[config.mk]
export PLATFORM = sky130hd
export DESIGN_NAME = filt_level_detect
export DESIGN_NICKNAME = d
export VERILOG_FILES = /design/src/rtl/filt_level_detect.sv
export SDC_FILE = /design/constraint.sdc
export NUM_CORES = 1
export LEC_CHECK = 0
export BUFFER_PORTS_ARGS = -buffer_cell sky130_fd_sc_hd__clkbuf_2
export CORE_MARGIN = 3
export CORE_UTILIZATION = 50
export CTS_BUF_LIST = sky130_fd_sc_hd__clkbuf_4
export DETAILED_ROUTE_END_ITERATION = 16
export PLACE_DENSITY = 0.88
export RECOVER_POWER = 100
export SETUP_SLACK_MARGIN = 0.3
export SLEW_MARGIN = 20
export SYNTH_ARGS = -nofsm -noshare
export SYNTH_HDL_FRONTEND = slang
export SYNTH_SLANG_ARGS = --single-unit
[constraint.sdc]
create_clock -name clk -period 1.75 [get_ports clk]
set_input_delay 0.175 -clock clk [delete_from_list [all_inputs] [get_ports clk]]
set_output_delay 0.175 -clock clk [all_outputs]
set_load 0.03 [all_outputs]
[src/rtl/filt_level_detect.sv]
// -----------------------------------------------------------------------------
// filt_level_detect
//
// Turns the smoothed sample stream from the IIR stage into a debounced
// hysteresis level with one-cycle rise/fall events, and optionally reports
// the peak sample of each fixed-length window.
//
// Input handshake: valid-only stream. A sample on i_data is consumed on
// every rising clk edge where i_vld=1. There is no ready/backpressure, so
// the block always accepts. Cycles with i_vld=0 leave every state register
// and counter unchanged. Event pulses still clear on those cycles.
//
// Optional feature macro: FILT_LEVEL_PEAK_EN
//   defined   -> the windowed peak-hold path (pk_run / win_cnt) is built
//   undefined -> o_peak and o_peak_vld are tied to 0; the port list is unchanged
//
// Ports:
//   clk        : clock; all logic runs on the rising edge
//   rst        : synchronous active-high reset; takes priority over i_vld
//   i_vld      : sample valid
//   i_data     : filtered sample, unsigned, DW bits
//   o_level    : debounced level (1 = high), registered
//   o_rise     : one-cycle pulse on a 0->1 change of o_level
//   o_fall     : one-cycle pulse on a 1->0 change of o_level
//   o_peak     : maximum sample of the last completed window
//   o_peak_vld : one-cycle pulse when o_peak updates
//   dbg_state  : current FSM state (LOW=0, RISE_CHK=1, HIGH=2, FALL_CHK=3)
// -----------------------------------------------------------------------------
module filt_level_detect #(
  parameter int              DW      = 8,
  parameter logic [DW-1:0]   TH_HI   = 8'd160,
  parameter logic [DW-1:0]   TH_LO   = 8'd96,
  parameter int              DEB_N   = 4,
  parameter int              WIN_LEN = 256
) (
  input  logic          clk,
  input  logic          rst,
  input  logic          i_vld,
  input  logic [DW-1:0] i_data,
  output logic          o_level,
  output logic          o_rise,
  output logic          o_fall,
  output logic [DW-1:0] o_peak,
  output logic          o_peak_vld,
  output logic [1:0]    dbg_state
);

  // Elaboration-time parameter sanity check.
  if (!(TH_LO < TH_HI) || DEB_N < 1 || DEB_N > 15 ||
      WIN_LEN < 2 || WIN_LEN > 65535) begin : g_param_err
    $error("filt_level_detect: parameter out of range");
  end

  typedef enum logic [1:0] {
    S_LOW      = 2'd0,
    S_RISE_CHK = 2'd1,
    S_HIGH     = 2'd2,
    S_FALL_CHK = 2'd3
  } state_t;

  localparam logic [3:0] DEB_C = DEB_N[3:0];

  state_t     state_q, state_d;
  logic [3:0] cnt_q, cnt_d;
  logic [3:0] cnt_inc;
  logic       rise_d, fall_d;
  logic       q_hi, q_lo;

  // Threshold equality qualifies on both sides.
  assign q_hi    = (i_data >= TH_HI);
  assign q_lo    = (i_data <= TH_LO);
  assign cnt_inc = cnt_q + 4'd1;

  assign dbg_state = state_q;

  // ---------------------------------------------------------------------------
  // Level FSM: state register
  // ---------------------------------------------------------------------------
  always_ff @(posedge clk) begin
    if (rst) begin
      state_q <= S_LOW;
      cnt_q   <= 4'd0;
      o_level <= 1'b0;
      o_rise  <= 1'b0;
      o_fall  <= 1'b0;
    end else begin
      state_q <= state_d;
      cnt_q   <= cnt_d;
      // Level is taken from the next state so it changes on the same edge
      // that consumes the completing sample, together with the event pulse.
      o_level <= (state_d == S_HIGH) || (state_d == S_FALL_CHK);
      o_rise  <= rise_d;
      o_fall  <= fall_d;
    end
  end

  // ---------------------------------------------------------------------------
  // Level FSM: next-state and event logic
  // ---------------------------------------------------------------------------
  always_comb begin
    state_d = state_q;
    cnt_d   = cnt_q;
    rise_d  = 1'b0;
    fall_d  = 1'b0;
    if (i_vld) begin
      unique case (state_q)
        S_LOW: begin
          if (q_hi) begin
            if (DEB_C == 4'd1) begin
              state_d = S_HIGH;
              rise_d  = 1'b1;
            end else begin
              state_d = S_RISE_CHK;
              cnt_d   = 4'd1;
            end
          end
        end
        S_RISE_CHK: begin
          if (q_hi) begin
            if (cnt_inc == DEB_C) begin
              state_d = S_HIGH;
              cnt_d   = 4'd0;
              rise_d  = 1'b1;
            end else begin
              cnt_d = cnt_inc;
            end
          end else begin
            // Any non-qualifying sample (including in-band) restarts debounce.
            state_d = S_LOW;
            cnt_d   = 4'd0;
          end
        end
        S_HIGH: begin
          if (q_lo) begin
            if (DEB_C == 4'd1) begin
              state_d = S_LOW;
              fall_d  = 1'b1;
            end else begin
              state_d = S_FALL_CHK;
              cnt_d   = 4'd1;
            end
          end
        end
        S_FALL_CHK: begin
          if (q_lo) begin
            if (cnt_inc == DEB_C) begin
              state_d = S_LOW;
              cnt_d   = 4'd0;
              fall_d  = 1'b1;
            end else begin
              cnt_d = cnt_inc;
            end
          end else begin
            state_d = S_HIGH;
            cnt_d   = 4'd0;
          end
        end
        default: begin
          state_d = S_LOW;
          cnt_d   = 4'd0;
        end
      endcase
    end
  end

  // ---------------------------------------------------------------------------
  // Windowed peak hold
  // ---------------------------------------------------------------------------
`ifdef FILT_LEVEL_PEAK_EN
  localparam logic [15:0] WIN_LAST = 16'(WIN_LEN - 1);

  logic [DW-1:0] pk_run;
  logic [15:0]   win_cnt;
  logic [DW-1:0] pk_max;

  // Max including the sample being consumed, so the closing sample of a
  // window is counted in that window and not carried into the next one.
  assign pk_max = (i_data > pk_run) ? i_data : pk_run;

  always_ff @(posedge clk) begin
    if (rst) begin
      pk_run     <= '0;
      win_cnt    <= 16'd0;
      o_peak     <= '0;
      o_peak_vld <= 1'b0;
    end else begin
      o_peak_vld <= 1'b0;
      if (i_vld) begin
        if (win_cnt == WIN_LAST) begin
          o_peak     <= pk_max;
          o_peak_vld <= 1'b1;
          pk_run     <= '0;
          win_cnt    <= 16'd0;
        end else begin
          pk_run  <= pk_max;
          win_cnt <= win_cnt + 16'd1;
        end
      end
    end
  end
`else
  assign o_peak     = '0;
  assign o_peak_vld = 1'b0;
`endif

endmodule

After elaboration in Yosys (flattened, before gate mapping)
Cells that the tools add are included.
W data, S select, Z words.
Operators by class
  mux-type cells: 15
  $lt $le $gt $ge: 2
  $add $sub $neg: 1
  reduce and logical (&&, ||, !) cells: 5
  equal/unequal tests: 8
  bitwise logic cells: 5
Operator list (number)
  $mux W4: 5
  $pmux W4 S4: 1
  $mux W2: 7
  $eq A2 B2 Y1 const B: 4
  $ge A8 B8 Y1 const B: 1
  $le A8 B7 Y1 const B: 1
  $pmux W2 S4: 1
  $reduce_or A4 Y1: 2
  $not A1 Y1: 5
  $add A4 B1 Y4 const B: 1
  $eq A4 B3 Y1 const B: 1
  $ne A2 B2 Y1 const B: 2
  $reduce_and A3 Y1: 1
  $eq A2 B1 Y1 const B: 1
  $logic_not A2 Y1: 1
  $logic_or A1 B1 Y1: 1
  $mux W1: 1
Word-level totals
  input bits: 11
  output and inout bits: 14
  register bits: 9

Longest topological paths before layout
  word-level depth: 8
  depth in mapped cells: 5

Worst setup path after synthesis
OpenSTA, ideal clock, no wires.
  kind: register to register
  start point: register state_q[1], in the netlist dbg_state[1]
  end point: register cnt_q[0]
  arrival: 1.370 ns
  cell stages (with the launch flop): 5
  required time: 1.664 ns
  period minus slack after synthesis: 1.456 ns
  path slack: 0.294 ns
  cells stage by stage: dfxtp_1 > nand2b_2 > nor4b_4 > o21ai_2 > a221oi_2
Between the ends
  longest elaborated chain between the ends: 3
  elaborated cells between the ends (all ways): 8
Ends and longest elaborated chain
  start: declaration: line 63  | state_t state_q, state_d;
  start signal: assignment: line 87  | state_q <= state_d;
  $eq A2 B2 Y1 or $logic_not A2 Y1 (tied branches): line 106  | unique case (state_q)
  $ne A2 B2 Y1 (no line)
  $reduce_and A3 Y1 (no line)
  end signal: assignment: line 88  | cnt_q <= cnt_d;
  end: declaration: line 64  | logic [3:0] cnt_q, cnt_d;
Several ways; a longest one is shown, not always the timed one.
A chain may end at the register's enable or synchronous reset.

Worst setup path after layout
  start point: register cnt_q[0]
  end point: register state_q[0], in the netlist dbg_state[0]
Between the ends
  longest elaborated chain between the ends: 6
  elaborated cells between the ends (all ways): 8
Ends and longest elaborated chain
  $add A4 B1 Y4 *: line 72  | assign cnt_inc = cnt_q + 4'd1;
  $eq A4 B3 Y1 *: line 120, 146
  $mux W2, on equally long branches: line 146, 120
  $mux W2, on equally long branches: line 145, 119
  $pmux W2 S4 *: line 106
  $mux W2 *: line 105  | if (i_vld) begin
Mark *: on every way between the ends. The rest lies on a longest branch, timed or not.

==> impl_metrics.py <==
metrics = {
    "floorplanning": {
        "rows": 12,
        "die_w_microns": 43.0,
        "die_area_sq_um": 1850,
        "core_area_sq_um": 1190,
        "num_io_pins": 25,
        "initial_core_util": 0.576,
        "chipHeight_microns": 43.0,
    },
    "yosys": {
        "ys_warn_count": 0,
        "ys_types": 39,
        "synth_area_sq_um": 683,
        "yosysTopAreaCell": "dfxtp_1",
        "ys.flop_type": "dfxtp_1",
        "postSynth.asyncResetShare": 0,
        "avgSynthCellArea_sq_um": 8.54,
        "synthCells": 80,
        "yosys-top-cells-area": "dfxtp_1 26%, buf_4 9.9%, o2111ai_1 3.8%, a21oi_1 3.7%, ha_1 3.7%",
        "synth_edf_count": 0,
        "yosysSeqAreaShare": 0.264,
        "yosysTopAreaCellShare": 0.264,
        "synth-seq-cells": 9,
    },
    "detailed_routing": {
        "dr.pass1.iters": 4,
        "wire_per_inst_microns": 15.1,
        "drtAntennaViolNets": 0,
        "postRouteWirelength_microns": 1680,
        "via_per_inst": 5.91,
        "num_vias": 656,
        "first_iter_violations": 11,
        "remaining_drc_errors": 0,
    },
    "global_route": {
        "grt_antenna_before_repair": 0,
        "grt_pass1_vias": 575,
        "grt_start_max_net_pins": 11,
        "grt_usage": 0.180,
        "grt_pass1_wl_microns": 2440,
        "gr-total-overflow": 0,
    },
    "worst_setup_path": {
        "slowest_stage": "dfxtp_1",
        "cp_max_fo": 4,
        "cp-end-kind": "flip-flop",
        "crit_start": "cnt_q[0]",
        "path_cells": "ha_1 > nor3b_4 > a31oi_1 > or2_0 > o211a_1",
        "worstPathArrival_ns": 1.72,
        "critPathLaunchType": "flip-flop",
        "cp_slowest_stage_delay_ns": 0.31,
        "rr_startpoint": "cnt_q[0]",
        "required_ns": 1.95,
        "critPathKind": "flip-flop to flip-flop",
        "r2r_cells": 5,
    },
    "timing": {
        "drv_slew": 0,
        "fin_crit_ns": 1.52,
        "worst_pin_slew_ns": 0.578,
        "fin_skew_ns": 0.00178,
        "rsz0062_at_grt": "true",
        "finalSetupViolations": 0,
        "finalHoldViolations": 0,
        "fmax_mhz": 657,
        "tns_ns": 0,
        "fin_crit_sh": 0.870,
        "slew_headroom": 0.614,
    },
    "place": {
        "io_buffer_count": 15,
        "place_inst": 107,
        "dpl_cell_area_sq_um": 741,
        "routabilityCongestion": 0.850,
    },
    "clock_network": {
        "cts.sinks": 9,
        "ctsLongestPathBuffers": 2,
        "cts_tree": "yes",
        "cts_buffers": 3,
        "worst_skew_pair.late_latency_ns": 0.26,
        "clk_pin_slew_ns": 0.06,
        "clk_root_buffer_cell": "clkbuf_4",
        "htree_levels": 1,
    },
    "power_and_ir_drop": {
        "vdd.ir_drop.worst_mv": 0.554,
        "powerDensity_nw_per_um2": 609,
        "leakagePower_uw": 0.000303,
    },
    "min_path": {
        "hold_start": "rst",
        "min_path_type": "input pin to flip-flop",
        "min_path_cells": 2,
    },
    "finish": {
        "nets": 111,
        "syn2layout_area_growth_pct": 14.7,
        "num_antenna_cells": 0,
        "fillers": 108,
        "layout.cells.non_filler": 111,
        "finish.instance_area_sq_um": 783,
        "drive_above_1_share": 0.278,
    },
    "run": {
        "cap_violations": 0,
    },
    "outcome": {
        "run_status": "complete, no violations",
    },
}
final cells by class:
class / instances / area (sq um) / area share
multi-input cells: 62 / 449 / 0.573
flip-flops and latches: 9 / 184 / 0.235
repair buffers: 17 / 83.8 / 0.107
clock buffers: 4 / 30.0 / 0.0383
inverters: 5 / 18.8 / 0.0240
well taps: 14 / 17.5 / 0.0224
cell usage in the layout, fill, tap and decap left out, drive strengths merged, types with 2 or more instances in the layout:
cell type and n:
dfxtp 9, inv 5, nor4 2, or2 2, nand3 2, conb 9, o2111ai 3, and2 2
o31ai 3, nor3 2, ha 2, a31oi 3, clkbuf 19, a21oi 5, o21ai 3, buf 2
nor2b 2, nand2 5
synthesized netlist by cell type (all sizes together) (2+ instances only):
cell and count:
or2 2, nor2b 2, o21ai 3, and2 2
nor3 2, ha 2, nand3 2, dfxtp 9
nor4 2, a31oi 3, o31ai 3, buf 12
o2111ai 3, nand2 5, inv 5, a21oi 5
per-layer routing:
layer	GRT usage	up-vias	routed length, microns
li1	-	318	-
met5	0	-	0
met1	0.199	309	693
met3	0.0551	5	107
met4	0.0723	0	28
met2	0.317	24	846
through the flow:
stage          power, uW  setup WS (ns)  utilization  hold slack (ns)
5_1_grt              505          0.156        0.660            0.218
4_1_cts              479          0.316        0.652            0.215
3_3_place_gp         305          0.311        0.624            0.483
6_report             477          0.227        0.660            0.227
3_5_place_dp         307          0.261        0.624            0.490
2_1_floorplan        294          0.301            -            0.325
worst paths after layout:
path,end,slack [ns]
worst max-delay path,dbg_state[0],0.23
worst min-delay path,dbg_state[1],0.23
worst max register to register,dbg_state[0],0.23
worst min register to register,dbg_state[1],0.52
repair_timing:
action | CTS | global route
pin swaps | 0 | 1
hold buffers | 0 | 0
resized for setup | 1 | 8
setup endpoints to repair | 2 | 7
setup buffers | 0 | 0
cell families (layout without fill, tap and decap cells):
group | after synthesis | in the layout | share of synthesized area
compound gates | 26 | 26 | 0.286
fa+ha+maj | 2 | 2 | 0.0366
buf+inv | 17 | 26 | 0.147
flops | 9 | 9 | 0.264
other cells | 1 | 9 | 0.00549
simple gates | 25 | 25 | 0.262
state kept, by name, indices dropped and copies added (netlist names):
name       count
cnt_q          4
dbg_state      2
o_fall         1
o_level        1
o_rise         1
critical path, delay by kind of cell, from the launching register on:
family,cells,cell delay [ns]
simple gates,2,0.43
fa+ha+maj,1,0.25
flops,1,0.31
compound gates,2,0.46
power by group:
group	switching (uW)	internal (uW)	leakage, uW
clock network	69.0	103	0.0000184
logic	66.0	24.8	0.000210
registers	5.84	209	0.0000742
total	141	337	0.000303
Note: power is estimated with default switching activity, not from simulation.
